**src/rtl/ps2_pkg.sv**
```systemverilog
// ps2_pkg -- shared definitions for the PS/2 keyboard controller.
//   ps2_state_e : prefix FSM state encoding
//   SC_*        : scan-code-set-2 prefix and shift constants
//   KEY_*       : Hack key codes 128..152 for non-printing keys
package ps2_pkg;

  typedef enum logic [2:0] {
    ST_IDLE,
    ST_EXT,
    ST_BRK,
    ST_EXT_BRK,
    ST_SKIP
  } ps2_state_e;

  localparam logic [7:0] SC_EXT    = 8'hE0;
  localparam logic [7:0] SC_BRK    = 8'hF0;
  localparam logic [7:0] SC_PAUSE  = 8'hE1;
  localparam logic [7:0] SC_LSHIFT = 8'h12;
  localparam logic [7:0] SC_RSHIFT = 8'h59;

  // Bytes that follow E1 in the pause make/break sequence.
  localparam logic [2:0] PAUSE_SKIP = 3'd7;

  localparam logic [15:0] KEY_ENTER = 16'd128;
  localparam logic [15:0] KEY_BKSP  = 16'd129;
  localparam logic [15:0] KEY_LEFT  = 16'd130;
  localparam logic [15:0] KEY_UP    = 16'd131;
  localparam logic [15:0] KEY_RIGHT = 16'd132;
  localparam logic [15:0] KEY_DOWN  = 16'd133;
  localparam logic [15:0] KEY_HOME  = 16'd134;
  localparam logic [15:0] KEY_END   = 16'd135;
  localparam logic [15:0] KEY_PGUP  = 16'd136;
  localparam logic [15:0] KEY_PGDN  = 16'd137;
  localparam logic [15:0] KEY_INS   = 16'd138;
  localparam logic [15:0] KEY_DEL   = 16'd139;
  localparam logic [15:0] KEY_ESC   = 16'd140;
  localparam logic [15:0] KEY_F1    = 16'd141;

endpackage

```
**src/rtl/ps2_keymap.sv**
```systemverilog
// ps2_keymap -- combinational scan-code-set-2 to Hack key-code translation.
//   ext   : byte was preceded by E0
//   code  : scan code
//   shift : either shift key held
//   key   : Hack key code, 0 when the code is unmapped
module ps2_keymap
  import ps2_pkg::*;
(
  input  logic        ext,
  input  logic [7:0]  code,
  input  logic        shift,
  output logic [15:0] key
);

  logic       letter;
  logic [4:0] idx;
  logic       sym;
  logic [7:0] lo;
  logic [7:0] hi;

  always_comb begin
    key    = '0;
    letter = 1'b0;
    idx    = '0;
    sym    = 1'b0;
    lo     = '0;
    hi     = '0;
    if (ext) begin
      case (code)
        8'h6B:   key = KEY_LEFT;
        8'h75:   key = KEY_UP;
        8'h74:   key = KEY_RIGHT;
        8'h72:   key = KEY_DOWN;
        8'h6C:   key = KEY_HOME;
        8'h69:   key = KEY_END;
        8'h7D:   key = KEY_PGUP;
        8'h7A:   key = KEY_PGDN;
        8'h70:   key = KEY_INS;
        8'h71:   key = KEY_DEL;
        default: key = '0;
      endcase
    end else begin
      case (code)
        // letters, index from 'a'
        8'h1C: begin letter = 1'b1; idx = 5'd0;  end
        8'h32: begin letter = 1'b1; idx = 5'd1;  end
        8'h21: begin letter = 1'b1; idx = 5'd2;  end
        8'h23: begin letter = 1'b1; idx = 5'd3;  end
        8'h24: begin letter = 1'b1; idx = 5'd4;  end
        8'h2B: begin letter = 1'b1; idx = 5'd5;  end
        8'h34: begin letter = 1'b1; idx = 5'd6;  end
        8'h33: begin letter = 1'b1; idx = 5'd7;  end
        8'h43: begin letter = 1'b1; idx = 5'd8;  end
        8'h3B: begin letter = 1'b1; idx = 5'd9;  end
        8'h42: begin letter = 1'b1; idx = 5'd10; end
        8'h4B: begin letter = 1'b1; idx = 5'd11; end
        8'h3A: begin letter = 1'b1; idx = 5'd12; end
        8'h31: begin letter = 1'b1; idx = 5'd13; end
        8'h44: begin letter = 1'b1; idx = 5'd14; end
        8'h4D: begin letter = 1'b1; idx = 5'd15; end
        8'h15: begin letter = 1'b1; idx = 5'd16; end
        8'h2D: begin letter = 1'b1; idx = 5'd17; end
        8'h1B: begin letter = 1'b1; idx = 5'd18; end
        8'h2C: begin letter = 1'b1; idx = 5'd19; end
        8'h3C: begin letter = 1'b1; idx = 5'd20; end
        8'h2A: begin letter = 1'b1; idx = 5'd21; end
        8'h1D: begin letter = 1'b1; idx = 5'd22; end
        8'h22: begin letter = 1'b1; idx = 5'd23; end
        8'h35: begin letter = 1'b1; idx = 5'd24; end
        8'h1A: begin letter = 1'b1; idx = 5'd25; end
        // digits and punctuation: unshifted / shifted ASCII
        8'h16: begin sym = 1'b1; lo = 8'd49; hi = 8'd33;  end
        8'h1E: begin sym = 1'b1; lo = 8'd50; hi = 8'd64;  end
        8'h26: begin sym = 1'b1; lo = 8'd51; hi = 8'd35;  end
        8'h25: begin sym = 1'b1; lo = 8'd52; hi = 8'd36;  end
        8'h2E: begin sym = 1'b1; lo = 8'd53; hi = 8'd37;  end
        8'h36: begin sym = 1'b1; lo = 8'd54; hi = 8'd94;  end
        8'h3D: begin sym = 1'b1; lo = 8'd55; hi = 8'd38;  end
        8'h3E: begin sym = 1'b1; lo = 8'd56; hi = 8'd42;  end
        8'h46: begin sym = 1'b1; lo = 8'd57; hi = 8'd40;  end
        8'h45: begin sym = 1'b1; lo = 8'd48; hi = 8'd41;  end
        8'h0E: begin sym = 1'b1; lo = 8'd96; hi = 8'd126; end
        8'h4E: begin sym = 1'b1; lo = 8'd45; hi = 8'd95;  end
        8'h55: begin sym = 1'b1; lo = 8'd61; hi = 8'd43;  end
        8'h54: begin sym = 1'b1; lo = 8'd91; hi = 8'd123; end
        8'h5B: begin sym = 1'b1; lo = 8'd93; hi = 8'd125; end
        8'h5D: begin sym = 1'b1; lo = 8'd92; hi = 8'd124; end
        8'h4C: begin sym = 1'b1; lo = 8'd59; hi = 8'd58;  end
        8'h52: begin sym = 1'b1; lo = 8'd39; hi = 8'd34;  end
        8'h41: begin sym = 1'b1; lo = 8'd44; hi = 8'd60;  end
        8'h49: begin sym = 1'b1; lo = 8'd46; hi = 8'd62;  end
        8'h4A: begin sym = 1'b1; lo = 8'd47; hi = 8'd63;  end
        8'h29: begin sym = 1'b1; lo = 8'd32; hi = 8'd32;  end
        // control and function keys
        8'h5A: key = KEY_ENTER;
        8'h66: key = KEY_BKSP;
        8'h76: key = KEY_ESC;
        8'h05: key = KEY_F1;
        8'h06: key = KEY_F1 + 16'd1;
        8'h04: key = KEY_F1 + 16'd2;
        8'h0C: key = KEY_F1 + 16'd3;
        8'h03: key = KEY_F1 + 16'd4;
        8'h0B: key = KEY_F1 + 16'd5;
        8'h83: key = KEY_F1 + 16'd6;
        8'h0A: key = KEY_F1 + 16'd7;
        8'h01: key = KEY_F1 + 16'd8;
        8'h09: key = KEY_F1 + 16'd9;
        8'h78: key = KEY_F1 + 16'd10;
        8'h07: key = KEY_F1 + 16'd11;
        default: key = '0;
      endcase
      if (letter) begin
        key = {8'd0, (shift ? 8'd65 : 8'd97) + {3'd0, idx}};
      end else if (sym) begin
        key = {8'd0, (shift ? hi : lo)};
      end
    end
  end

endmodule

```
**src/rtl/ps2_keyboard_ctrl.sv**
```systemverilog
// ps2_keyboard_ctrl -- turns the PS/2 decoder byte stream into the Hack
// keyboard register value.
//   i_clock      : system clock
//   reset_n      : asynchronous active-low reset
//   i_scan_ready : decoder ready flag, asynchronous to i_clock
//   i_scan_code  : decoder byte, stable while i_scan_ready is high
//   o_key        : Hack code of the held key, 0 when none
//   o_key_event  : one-cycle pulse when o_key changes
//   o_shift      : either shift key held
// Build option: define PS2_KBD_TIMEOUT_EN to abandon a pending prefix after
// TIMEOUT_CYCLES clocks without a byte.
module ps2_keyboard_ctrl
  import ps2_pkg::*;
#(
  parameter int TIMEOUT_CYCLES = 2_000_000
) (
  input  logic        i_clock,
  input  logic        reset_n,
  input  logic        i_scan_ready,
  input  logic [7:0]  i_scan_code,
  output logic [15:0] o_key,
  output logic        o_key_event,
  output logic        o_shift
);

  logic       rdy_sync_p0;
  logic       rdy_sync_p1;
  logic       rdy_prev_p2;
  logic       vld_p3;
  logic [7:0] code_p3;
  logic       rise_p2;

  ps2_state_e state_q, state_nxt;
  logic [2:0]  skip_q, skip_nxt;
  logic [8:0]  held_q, held_nxt;
  logic        shl_q, shl_nxt;
  logic        shr_q, shr_nxt;
  logic [15:0] key_nxt;
  logic        is_make;
  logic        is_brk;
  logic        ext;
  logic        is_lshift;
  logic        is_rshift;
  logic [15:0] map_key;

  // Stages p0..p2: synchronizer and previous-value flop. Reset high so a
  // ready flag already high at reset exit is not seen as a new byte.
  always_ff @(posedge i_clock or negedge reset_n) begin
    if (!reset_n) begin
      rdy_sync_p0 <= 1'b1;
      rdy_sync_p1 <= 1'b1;
      rdy_prev_p2 <= 1'b1;
      vld_p3      <= 1'b0;
    end else begin
      rdy_sync_p0 <= i_scan_ready;
      rdy_sync_p1 <= rdy_sync_p0;
      rdy_prev_p2 <= rdy_sync_p1;
      vld_p3      <= rise_p2;
    end
  end

  assign rise_p2 = rdy_sync_p1 & ~rdy_prev_p2;

  // Stage p3: byte captured with the strobe
  always_ff @(posedge i_clock) begin
    if (rise_p2) begin
      code_p3 <= i_scan_code;
    end
  end

  assign is_lshift = (code_p3 == SC_LSHIFT);
  assign is_rshift = (code_p3 == SC_RSHIFT);

  ps2_keymap u_keymap (
    .ext   (ext),
    .code  (code_p3),
    .shift (o_shift),
    .key   (map_key)
  );

`ifdef PS2_KBD_TIMEOUT_EN
  localparam logic [31:0] TMO_LIM = 32'(TIMEOUT_CYCLES);
  logic [31:0] tmo_q, tmo_nxt;
  logic        tmo_hit;

  assign tmo_hit = !vld_p3 && (state_q != ST_IDLE) && (tmo_q == TMO_LIM);

  always_comb begin
    tmo_nxt = '0;
    if (!vld_p3 && state_q != ST_IDLE && !tmo_hit) begin
      tmo_nxt = tmo_q + 32'd1;
    end
  end

  always_ff @(posedge i_clock or negedge reset_n) begin
    if (!reset_n) begin
      tmo_q <= '0;
    end else begin
      tmo_q <= tmo_nxt;
    end
  end
`else
  // Parameter is kept in the port list so both builds share one interface.
  logic unused_tmo;
  assign unused_tmo = ^TIMEOUT_CYCLES;
`endif

  always_comb begin
    state_nxt = state_q;
    skip_nxt  = skip_q;
    held_nxt  = held_q;
    shl_nxt   = shl_q;
    shr_nxt   = shr_q;
    key_nxt   = o_key;
    is_make   = 1'b0;
    is_brk    = 1'b0;
    ext       = 1'b0;

    if (vld_p3) begin
      case (state_q)
        ST_IDLE: begin
          if (code_p3 == SC_EXT) begin
            state_nxt = ST_EXT;
          end else if (code_p3 == SC_BRK) begin
            state_nxt = ST_BRK;
          end else if (code_p3 == SC_PAUSE) begin
            state_nxt = ST_SKIP;
            skip_nxt  = PAUSE_SKIP;
          end else begin
            is_make = 1'b1;
          end
        end
        ST_EXT: begin
          if (code_p3 == SC_BRK) begin
            state_nxt = ST_EXT_BRK;
          end else begin
            is_make   = 1'b1;
            ext       = 1'b1;
            state_nxt = ST_IDLE;
          end
        end
        ST_BRK: begin
          is_brk    = 1'b1;
          state_nxt = ST_IDLE;
        end
        ST_EXT_BRK: begin
          is_brk    = 1'b1;
          ext       = 1'b1;
          state_nxt = ST_IDLE;
        end
        ST_SKIP: begin
          skip_nxt = skip_q - 3'd1;
          if (skip_q == 3'd1) begin
            state_nxt = ST_IDLE;
          end
        end
        default: state_nxt = ST_IDLE;
      endcase
    end

    // Extended E0 12 / E0 59 are fake shifts and go through the keymap
    // (where they are unmapped) rather than touching the shift state.
    if (is_make) begin
      if (!ext && is_lshift) begin
        shl_nxt = 1'b1;
      end else if (!ext && is_rshift) begin
        shr_nxt = 1'b1;
      end else if (map_key != '0) begin
        held_nxt = {ext, code_p3};
        key_nxt  = map_key;
      end
    end

    if (is_brk) begin
      if (!ext && is_lshift) begin
        shl_nxt = 1'b0;
      end else if (!ext && is_rshift) begin
        shr_nxt = 1'b0;
      end else if ({ext, code_p3} == held_q) begin
        held_nxt = '0;
        key_nxt  = '0;
      end
    end

`ifdef PS2_KBD_TIMEOUT_EN
    if (tmo_hit) begin
      state_nxt = ST_IDLE;
      skip_nxt  = '0;
    end
`endif
  end

  // Stage p4: registered outputs
  always_ff @(posedge i_clock or negedge reset_n) begin
    if (!reset_n) begin
      state_q     <= ST_IDLE;
      skip_q      <= '0;
      held_q      <= '0;
      shl_q       <= 1'b0;
      shr_q       <= 1'b0;
      o_key       <= '0;
      o_key_event <= 1'b0;
      o_shift     <= 1'b0;
    end else begin
      state_q     <= state_nxt;
      skip_q      <= skip_nxt;
      held_q      <= held_nxt;
      shl_q       <= shl_nxt;
      shr_q       <= shr_nxt;
      o_key       <= key_nxt;
      o_key_event <= (key_nxt != o_key);
      o_shift     <= shl_nxt | shr_nxt;
    end
  end

endmodule
```
**config.mk**
```make
export PLATFORM = sky130hd
export DESIGN_NAME = ps2_keyboard_ctrl
export DESIGN_NICKNAME = d
export VERILOG_FILES = /design/src/rtl/ps2_pkg.sv /design/src/rtl/ps2_keymap.sv /design/src/rtl/ps2_keyboard_ctrl.sv
export SDC_FILE = /design/constraint.sdc
export NUM_CORES = 1
export LEC_CHECK = 0
export ABC_AREA = 1
export ABC_CLOCK_PERIOD_IN_PS = 2900
export CAP_MARGIN = 20
export CORE_UTILIZATION = 32
export CTS_CLUSTER_DIAMETER = 60
export DETAILED_ROUTE_END_ITERATION = 6
export SLEW_MARGIN = 20
export SYNTH_ARGS = -nofsm -noshare
export SYNTH_HDL_FRONTEND = slang
export SYNTH_SLANG_ARGS = --single-unit
```
**constraint.sdc**
```tcl
create_clock -name i_clock -period 2.9 [get_ports i_clock]
set_clock_uncertainty 0.15 [all_clocks]
set_input_delay 0.725 -clock i_clock [delete_from_list [all_inputs] [get_ports i_clock]]
set_output_delay 0.725 -clock i_clock [all_outputs]
set_load 0.02 [all_outputs]
```
==> results of run 1 <==
==> power breakdown <==
part           total (uW)  internal, uW  switching (uW)
registers             962           840             122
logic                1410           607             798
clock network         623           376             247
total                2990          1820            1170
==> metal layers <==
layer / vias up / part of all wire / track usage
met3: 28 / 0.039 / 0.0224
met1: 2216 / 0.44 / 0.291
li1: 2322 / - / -
met5: - / 0 / 0
met2: 146 / 0.49 / 0.393
met4: 0 / 0.032 / 0.0946
==> cells by family after synthesis <==
family                     after synthesis  synth area share
DFF                                     47             0.320
AOI/OAI and AO/OA                       66            0.0952
xor gates and xnor gates                 4           0.00919
adders and majority gates                3           0.00985
and+or+nand+nor                        406             0.461
buffers and inverters                   97             0.104
==> cells in the mapped netlist (all sizes together) <==
library cell,n
clkbuf,1
xnor2,2
or2,1
buf,10
nor3,14
nand4,17
nand2,180
o22ai,1
inv,86
nand3,55
nor3b,2
nor2,130
dfstp,3
o21bai,3
nor4,5
nand3b,2
o211ai,1
a31oi,2
xor2,2
ha,3
edfxtp,8
dfrtp,36
a21oi,22
o21ai,37
==> flip-flops by register name, indices dropped and copies added (netlist names) <==
signal / count
o_key: 16
held_q: 9
code_p3: 8
skip_q: 3
state_q: 3
o_key_event: 1
o_shift: 1
rdy_prev_p2: 1
rdy_sync_p0: 1
rdy_sync_p1: 1
shl_q: 1
shr_q: 1
vld_p3: 1
==> critical path: stages, from the launching register on <==
cell      delay [ns]
edfxtp_1        0.49
nand2_2         0.17
buf_6           0.11
inv_1           0.05
buf_4           0.13
nand2_2         0.06
o21ai_1         0.08
nor2_1          0.13
nand3_2         0.12
ha_4            0.18
buf_4           0.13
or2_2           0.28
nand3_1         0.07
nand2_1         0.07
nand2_1         0.07
nand3_1         0.10
nand3_2         0.09
inv_2           0.04
nand2_1         0.05
nand3_1         0.07
nor2_1          0.11
nand2_1         0.06
==> metrics by stage <==
stage / area [um2] / hold slack [ns]
floorplan: 3810 / 0.195
global placement: 4980 / 0.201
detailed placement: 4980 / 0.198
CTS: 5470 / 0.212
global route: 5930 / 0.214
finish: 5930 / 0.211
==> path summary, 6_finish.rpt <==
| check | from | endpoint | cells past startpoint |
|---|---|---|---|
| setup / recovery | code_p3[5] | o_key_event | 21 |
| hold / removal | rdy_sync_p0 | rdy_sync_p1 | 0 |
| setup reg to reg | code_p3[5] | o_key_event | 21 |
| hold reg to reg | rdy_sync_p0 | rdy_sync_p1 | 0 |
| max in group asynchronous | reset_n | held_q[4] | 1 |
| min in group asynchronous | reset_n | o_key[15] | 1 |
==> final cells by class <==
| type | instances | area (um2) | area share |
|---|---|---|---|
| Tap cell | 143 | 179 | 0.0301 |
| Sequential cell | 47 | 1220 | 0.206 |
| Clock buffer | 6 | 150 | 0.0253 |
| Inverter | 86 | 328 | 0.0552 |
| Clock inverter | 2 | 17.5 | 0.00295 |
| Timing Repair Buffer | 159 | 1360 | 0.229 |
| Multi-Input combinational cell | 481 | 2680 | 0.452 |
==> timing repair <==
item / CTS / global route
endpoints found under the setup margin: 10 / 22
resized for setup: 46 / 116
pin swaps: 11 / 32
buffers inserted: 19 / 11
gates cloned: 2 / 1
==> impl_results.md, run 1 <==
- CP Data Arrival Time: 2.96 ns
- Row cnt: 39
- Setup TNS: -0.0302 ns
- Starting DRT DRC Count: 284
- Share of the synthesized area in the top cell type: 0.236
- Routed len/inst: 15.0 um
- Max Clk Rate: 341 MHz
- Die area: 12300 um2
- Clock-pin slew on the worst setup and hold paths: 0.06 ns
- Antenna violations before repair: 0
- Clk buf depth: 2
- H-tree depth: 2
- Worst min-delay path category: flop to flop
- Failing checks: setup timing
- Status: finished with violations
- GRT overflow: 0
- Power per cell area: 504 nW/um2
- Commonest non-fill, non-tap cell in the layout: nand2_1
- Dpl hpwl: 10500 um
- CP endpoint kind: flop
- FF-to-FF setup slack: -0.03 ns
- Fraction of layout cells with a size suffix above 1: 0.348
- Max_cap viols: 0
- RSZ-0062 raised after global routing: yes
- Pre-CTS setup slack: -0.157 ns
- Worst EP required: 2.93 ns
- CTS root buffer: clkbuf_16
- GP Congestion: 0.920
- Cell variety after synth: 36
- Final Cycle Share: 1.01
- Post-synthesis cell count: 623
- Worst Slack Setup Final: -0.0302 ns
- Final Power: 2990 uW
- Mean area per synthesized cell: 6.12 um2
- Sequential area share after synthesis: 0.320
- Final hold vios: 0
- Mapped cell area: 3810 um2
- Starting Density: 0.331
- Main area contributors after synthesis: dfrtp_1, nand2_1, nor2_1
- Lkg Pwr: 0.00302 uW
- Commonest non-fill, non-tap cells in the layout: nand2_1, buf_4, nor2_1
- Worst-Margin Slew: 0.842 ns
- Fin. max-slew vios: 0
- DP Cell Count: 885
- DR DRC count: 0
- Routed WL: 13900 um
- CTS sink count: 47
- Largest net degree at the start of global routing: 40
- Final Util: 0.515
- Syn_nets: 637
- CTS Hold Bufs: 0
- # nets final: 794
- Finished Layout Cells: 924
- Wire length of the first global-routing pass: 22600 um
- Port bufs: 28
- Cts bufs inserted: 5
- Die height: 111 um
- Crit path max fanout: 4
- Synth Warn #: 0
- Ports: 29
- Relative slew slack: 0.439
- Vias in the first global route: 4634
- Core Region: 11500 um2
- Setup CP Type: flop to flop
- Peak VDD IR: 0.000592 V
- Startpoint types: flop
- Die Wd: 111 um
- Drt via density: 5.10
- N_diodes: 0
- Detailed Routing Iterations Pass 1: 5
- Final setup viols: 1
- Fill cells: 1128
- Minimum clock period: 2.93 ns
- Clock insertion delay at the later pin of the skew report: 0.29 ns
- Clock tree from TritonCTS: done
- Via count: 4712
- ANT nets after route: 0
- #FFs+latches synth: 47
- Synth area leader: dfrtp_1
- P&R area growth vs syn: 55.7%
- GRT Total Usage: 0.228
(Power assumes the default switching activity.)
==> run 2, diff against run 1 <==
--- a/config.mk
+++ b/config.mk
@@ -6,8 +6,10 @@
 export NUM_CORES = 1
 export LEC_CHECK = 0
 export ABC_AREA = 1
-export ABC_CLOCK_PERIOD_IN_PS = 2900
+export ABC_CLOCK_PERIOD_IN_PS = 3500
 export CAP_MARGIN = 20
+export CORE_ASPECT_RATIO = 0.5
+export CORE_MARGIN = 3
 export CORE_UTILIZATION = 32
 export CTS_CLUSTER_DIAMETER = 60
 export DETAILED_ROUTE_END_ITERATION = 6
==> constraint.sdc (replaced) <==
create_clock -name i_clock -period 3.5 [get_ports i_clock]
set_clock_uncertainty 0.15 [all_clocks]
set_input_delay 0.875 -clock i_clock [delete_from_list [all_inputs] [get_ports i_clock]]
set_output_delay 0.875 -clock i_clock [all_outputs]
set_load 0.02 [all_outputs]
==> impl_results.md, run 2 (synthesized netlist as in run 1, its figures left out) <==
- Clock tree from TritonCTS: done (unchanged)
- P_int: 1310 uW (was 1820 uW)
- CTS Hold Bufs: 0 (unchanged)
- Startpoint types: flop (unchanged)
- Worst EP required: 3.53 ns (was 2.93 ns)
- Clk buf depth: 2 (unchanged)
- Max reg flops: 16 (unchanged)
- Register share of total power: 0.362 (was 0.322)
- Commonest non-fill, non-tap cell in the layout: nand2_1 (unchanged)
- DR DRC count: 0 (unchanged)
- CP Data Arrival Time: 3.24 ns (was 2.96 ns)
- Final hold vios: 0 (unchanged)
- GRT Total Usage: 0.175 (was 0.228)
- Ports: 29 (unchanged)
- GRT overflow: 0 (unchanged)
- N_diodes: 0 (unchanged)
- Worst min-delay path category: flop to flop (unchanged)
- Power per cell area: 484 nW/um2 (was 504 nW/um2)
- Minimum clock period: 3.21 ns (was 2.93 ns)
- RSZ-0062 raised after global routing: no (was yes)
- Cts bufs inserted: 5 (unchanged)
- Vias in the first global route: 3865 (was 4634)
- Final setup viols: 0 (was 1)
- Clock-pin slew on the worst setup and hold paths: 0.07 ns (was 0.06 ns)
- # nets final: 679 (was 794)
- Row cnt: 27 (was 39)
- Via count: 4201 (was 4712)
- Dpl hpwl: 9510 um (was 10500 um)
- Max Clk Rate: 311 MHz (was 341 MHz)
- Combinational share of power: 0.413 (was 0.470)
- Largest net degree at the start of global routing: 40 (unchanged)
- Clock insertion delay at the later pin of the skew report: 0.29 ns (about the same)
- Core Region: 11300 um2 (was 11500 um2)
- Peak VDD IR: 0.000206 V (was 0.000592 V)
- Die Wd: 160 um (was 111 um)
- Status: completed (was finished with violations)
- Clk pwr share: 0.225 (was 0.208)
- P&R area growth vs syn: 18.6% (was 55.7%)
- Die height: 83.2 um (was 111 um)
- CTS sink count: 47 (unchanged)
- H-tree depth: 2 (unchanged)
- Hold WS: 0.207 ns (was 0.211 ns)
- CTS root buffer: clkbuf_16 (unchanged)
- Lkg Pwr: 0.00231 uW (was 0.00302 uW)
- Crit path max fanout: 10 (was 4)
- Die area: 13300 um2 (was 12300 um2)
- Antenna violations before repair: 0 (unchanged)
- Commonest non-fill, non-tap cells in the layout: nand2_1, nor2_1, inv_1 (was nand2_1, buf_4, nor2_1)
- Routed WL: 11900 um (was 13900 um)
- CP endpoint kind: flop (unchanged)
- Net Sw Frac: 0.401 (was 0.390)
- Detailed Routing Iterations Pass 1: 5 (unchanged)
- Drt via density: 5.09 (was 5.10)
- Wire length of the first global-routing pass: 19200 um (was 22600 um)
- Final Cycle Share: 0.918 (was 1.01)
- Setup TNS: 0 ns (was -0.0302 ns)
- Max_cap viols: 0 (unchanged)
- Fin. max-slew vios: 0 (unchanged)
- Pre-CTS setup slack: 0.192 ns (was -0.157 ns)
- Relative slew slack: 0.405 (was 0.439)
- Worst Slack Setup Final: 0.289 ns (was -0.0302 ns)
- Routed len/inst: 14.4 um (was 15.0 um)
- ANT nets after route: 0 (unchanged)
- Switch Pwr: 876 uW (was 1170 uW)
- Starting Density: 0.337 (was 0.331)
- Fraction of layout cells with a size suffix above 1: 0.0976 (was 0.348)
- GP Congestion: 0.995 (was 0.920)
- Worst-Margin Slew: 0.892 ns (was 0.842 ns)
- Regs by FF count: o_key (16), held_q (9), code_p3 (8) (unchanged)
- Top reg by flops: o_key (unchanged)
- Starting DRT DRC Count: 386 (was 284)
- Setup CP Type: flop to flop (unchanged)
- Port bufs: 28 (unchanged)
-- run 2: timing repair --
item / in CTS / in global routing
setup buffers: 0 / 3
endpoints found under the setup margin: 0 / 10
resized for setup: 0 / 3
-- run 2: final timing paths --
path / startpoint / to / slack (ns) / cells past startpoint
setup / recovery: code_p3[2] / o_key_event / 0.29 / 21
min in group asynchronous: reset_n / o_key[3] / 0.56 / 1
hold / removal: rdy_sync_p0 / rdy_sync_p1 / 0.21 / 0
setup reg to reg: code_p3[2] / o_key_event / 0.29 / 21
max in group asynchronous: reset_n / held_q[6] / 2.08 / 1
hold reg to reg: rdy_sync_p0 / rdy_sync_p1 / 0.21 / 0
-- run 2: layer usage --
metal  wire (um)  track usage  share of wire  up-vias
met4         290       0.0559          0.024        0
met5           0            0              0        -
met3         926       0.0314          0.078       31
met2        5020        0.270           0.42      190
li1            -            -              -     2073
met1        5680        0.249           0.48     1907
-- run 2: layout make-up --
cell class | instances | area, um2
clock inverter | 3 | 26.3
multi-input combinational | 479 | 2200
timing repair buffer | 46 | 423
sequential | 47 | 1220
clock buffer | 5 | 125
tap | 159 | 199
inverter | 86 | 323
fill | 1180 | 6800
-- run 2: metrics by stage --
stage,cell area (um2),power [uW],cells,utilization
4_1_cts,4490,2190,822,0.396
3_3_place_gp,4340,1690,814,0.383
5_1_grt,4520,2360,825,0.399
6_report,4520,2190,825,0.399
2_1_floorplan,3810,1410,623,-
3_5_place_dp,4340,1690,814,0.383
-- run 2: worst max-delay path, stage by stage (launching register included) --
cell and delay, ns:
edfxtp_1 0.54, inv_2 0.15, nand2_1 0.11, nor2_1 0.34, nand2_1 0.15, nand2_1 0.12
nor2_1 0.05, nand3_1 0.10, ha_1 0.19, o21ai_0 0.10, nand3_1 0.11, nand3_1 0.18
nand3_4 0.17, nand2_4 0.13, nand2_1 0.08, nand3_1 0.09, nand2_1 0.07, nand2_1 0.06
nor2_1 0.08, nand2_1 0.05, inv_1 0.05, nand2_1 0.04
-- run 2: power by group through the flow --
stage               logic (uW)  registers [uW]  clock network [uW]
detailed placement         889             806                   0
global route              1020             813                 531
global placement           883             806                   0
finish                     903             792                 492
floorplan                  565             841                   0
CTS                        894             795                 503
==> run 3, diff against run 2 <==
--- a/config.mk
+++ b/config.mk
@@ -7,7 +7,7 @@
 export LEC_CHECK = 0
 export ABC_AREA = 1
 export ABC_CLOCK_PERIOD_IN_PS = 3500
-export CAP_MARGIN = 20
+export CAP_MARGIN = 30
 export CORE_ASPECT_RATIO = 0.5
 export CORE_MARGIN = 3
 export CORE_UTILIZATION = 32
==> impl_results.md, run 3 (synthesized netlist as in run 1, its figures left out) <==
- Routed len/inst: 14.4 um (about the same)
- Reg-to-reg endpoint: o_key_event (unchanged)
- Fraction of layout cells with a size suffix above 1: 0.0990 (was 0.0976)
- Starting DRT DRC Count: 438 (was 386)
- Dpl hpwl: 9510 um (unchanged)
- Routing usage on met1: 0.249 (unchanged)
- CP Data Arrival Time: 3.25 ns (was 3.24 ns)
- Relative slew slack: 0.520 (was 0.405)
- Worst path slowest cell: edfxtp_1 (unchanged)
- Worst Setup SP: code_p3[1] (was code_p3[2])
- Clk buf depth: 2 (unchanged)
- Hold Path End: rdy_sync_p1 (unchanged)
- Crit-path most repeated cell: nand2_1 (unchanged)
- Top reg by flops: o_key (unchanged)
- Via count: 4181 (was 4201)
- Port bufs: 28 (unchanged)
- ANT nets after route: 0 (unchanged)
- Starting Density: 0.337 (unchanged)
- Lkg Pwr: 0.00232 uW (was 0.00231 uW)
- Max reg flops: 16 (unchanged)
- Routed WL: 11900 um (about the same)
- Die area: 13300 um2 (unchanged)
- Worst EP required: 3.53 ns (about the same)
- Peak VDD IR: 0.000205 V (was 0.000206 V)
- Met2 usage: 0.270 (unchanged)
- # nets final: 680 (was 679)
- Startpoint types: flop (unchanged)
- Worst min-delay path category: flop to flop (unchanged)
- RSZ-0062 raised after global routing: no (unchanged)
- Final Cycle Share: 0.920 (was 0.918)
- GRT Total Usage: 0.175 (unchanged)
- CTS root buffer: clkbuf_16 (unchanged)
- Setup TNS: 0 ns (unchanged)
- Clock insertion delay at the later pin of the skew report: 0.29 ns (about the same)
- Final Util: 0.401 (was 0.399)
- GP Congestion: 0.995 (unchanged)
- Row cnt: 27 (unchanged)
- Max Clk Rate: 311 MHz (about the same)
- Die Wd: 160 um (unchanged)
- Crit-path cells: inv_2 -> nand2_2 -> nor2_1 -> buf_4 -> nand2_1 -> nand2_1 -> nor2_1 -> nand3_1 -> ha_1 -> o21ai_0 -> nand3_1 -> nand3_1 -> nand3_4 -> nand2_4 -> inv_2 -> nand4_1 -> nand2_1 -> nor2_1 -> nand2_1 -> inv_1 -> nand2_1 (was inv_2 -> nand2_1 -> nor2_1 -> nand2_1 -> nand2_1 -> nor2_1 -> nand3_1 -> ha_1 -> o21ai_0 -> nand3_1 -> nand3_1 -> nand3_4 -> nand2_4 -> nand2_1 -> nand3_1 -> nand2_1 -> nand2_1 -> nor2_1 -> nand2_1 -> inv_1 -> nand2_1)
- Max_cap viols: 0 (unchanged)
- Fin. max-slew vios: 0 (unchanged)
- Power per cell area: 482 nW/um2 (was 484 nW/um2)
- Fill cells: 1178 (was 1180)
- Top Usage Layer GRT: met2 (unchanged)
- N_diodes: 0 (unchanged)
- DR DRC count: 0 (unchanged)
- Ports: 29 (unchanged)
- Minimum clock period: 3.22 ns (was 3.21 ns)
- H-tree depth: 2 (unchanged)
- FF-to-FF setup slack: 0.28 ns (was 0.29 ns)
- P&R area growth vs syn: 19.1% (was 18.6%)
- Register area: 1220 um2 (unchanged)
- Cts bufs inserted: 5 (unchanged)
- Commonest non-fill, non-tap cells in the layout: nand2_1, nor2_1, inv_1 (unchanged)
- Hold WS: 0.207 ns (about the same)
- Met3 usage: 0.0314 (unchanged)
- Hold Path Depth: 0 (unchanged)
- Clock tree from TritonCTS: done (unchanged)
- CP peak stage delay: 0.60 ns (was 0.54 ns)
- Detailed Routing Iterations Pass 1: 5 (unchanged)
- Worst-Margin Slew: 0.717 ns (was 0.892 ns)
- Commonest non-fill, non-tap cell in the layout: nand2_1 (unchanged)
- Core Region: 11300 um2 (unchanged)
- Crit path max fanout: 10 (unchanged)
- Die height: 83.2 um (unchanged)
- Crit Reg-Reg Startpoint: code_p3[1] (was code_p3[2])
- Regs by FF count: o_key (16), held_q (9), code_p3 (8) (unchanged)
- GRT overflow: 0 (unchanged)
- CTS sink count: 47 (unchanged)
- FF-to-FF path depth: 21 (unchanged)
- Wire length of the first global-routing pass: 19200 um (unchanged)
- Final setup viols: 0 (unchanged)
- Startpoint of the worst hold path: rdy_sync_p0 (unchanged)
- Vias in the first global route: 3865 (unchanged)
- Largest net degree at the start of global routing: 40 (unchanged)
- Multi-input gate area: 2200 um2 (unchanged)
- Clock-pin slew on the worst setup and hold paths: 0.07 ns (about the same)
- Antenna violations before repair: 0 (unchanged)
- CP endpoint kind: flop (unchanged)
- Status: completed (unchanged)
- Setup CP Type: flop to flop (unchanged)
- Drt via density: 5.06 (was 5.09)
- Final hold vios: 0 (unchanged)
[run 3: worst max path at each step]
stage / to / depth (start not counted) / slack (ns)
detailed placement: o_key_event / 21 / 0.19
global route: o_key_event / 21 / 0.02
finish: o_key_event / 21 / 0.28
global placement: o_key_event / 21 / 0.25
CTS: o_key_event / 21 / 0.17
floorplan: o_key_event / 23 / 0.78
[run 3: metrics by stage]
stage,setup slack [ns],instances,power (uW),cell area [um2]
floorplan,0.780,623,1410,3810
global placement,0.252,814,1690,4340
detailed placement,0.192,814,1690,4340
CTS,0.175,822,2190,4490
global route,0.0161,826,2360,4540
finish,0.280,826,2190,4540
[run 3: critical path, delay by kind of cell (launching register included)]
kind | cells | cell delay [ns]
buffers and inverters | 4 | 0.43
AND/OR/NAND/NOR | 15 | 1.59
AO/OA/AOI/OAI | 1 | 0.08
adder cells (fa/ha/maj) | 1 | 0.22
flip-flops | 1 | 0.60
[run 3: final cells by class]
type / count / area share
clock inverter: 3 / 0.00579
timing repair buffer: 47 / 0.0976
sequential: 47 / 0.269
clock buffer: 5 / 0.0276
tap: 159 / 0.0438
multi-input combinational: 479 / 0.485
inverter: 86 / 0.0711
[run 3: what timing repair did]
item	4_1_cts	5_1_grt
endpoints found under the hold margin	0	0
hold buffers	0	0
resized for setup	0	3
setup buffers	0	3
setup endpoints to repair	0	10
[run 3: where the power goes]
part,switching [uW],leakage [uW],internal (uW)
registers,98.2,0.000550,695
clock network,218,0.0000767,273
logic,558,0.00169,345
[run 3: routing by layer]
| metal | part of all wire | up-vias | routed length, um |
|---|---|---|---|
| met4 | 0.024 | 0 | 281 |
| met2 | 0.43 | 184 | 5080 |
| met1 | 0.47 | 1901 | 5620 |
| met5 | 0 | - | 0 |
| met3 | 0.076 | 28 | 907 |
| li1 | - | 2068 | - |
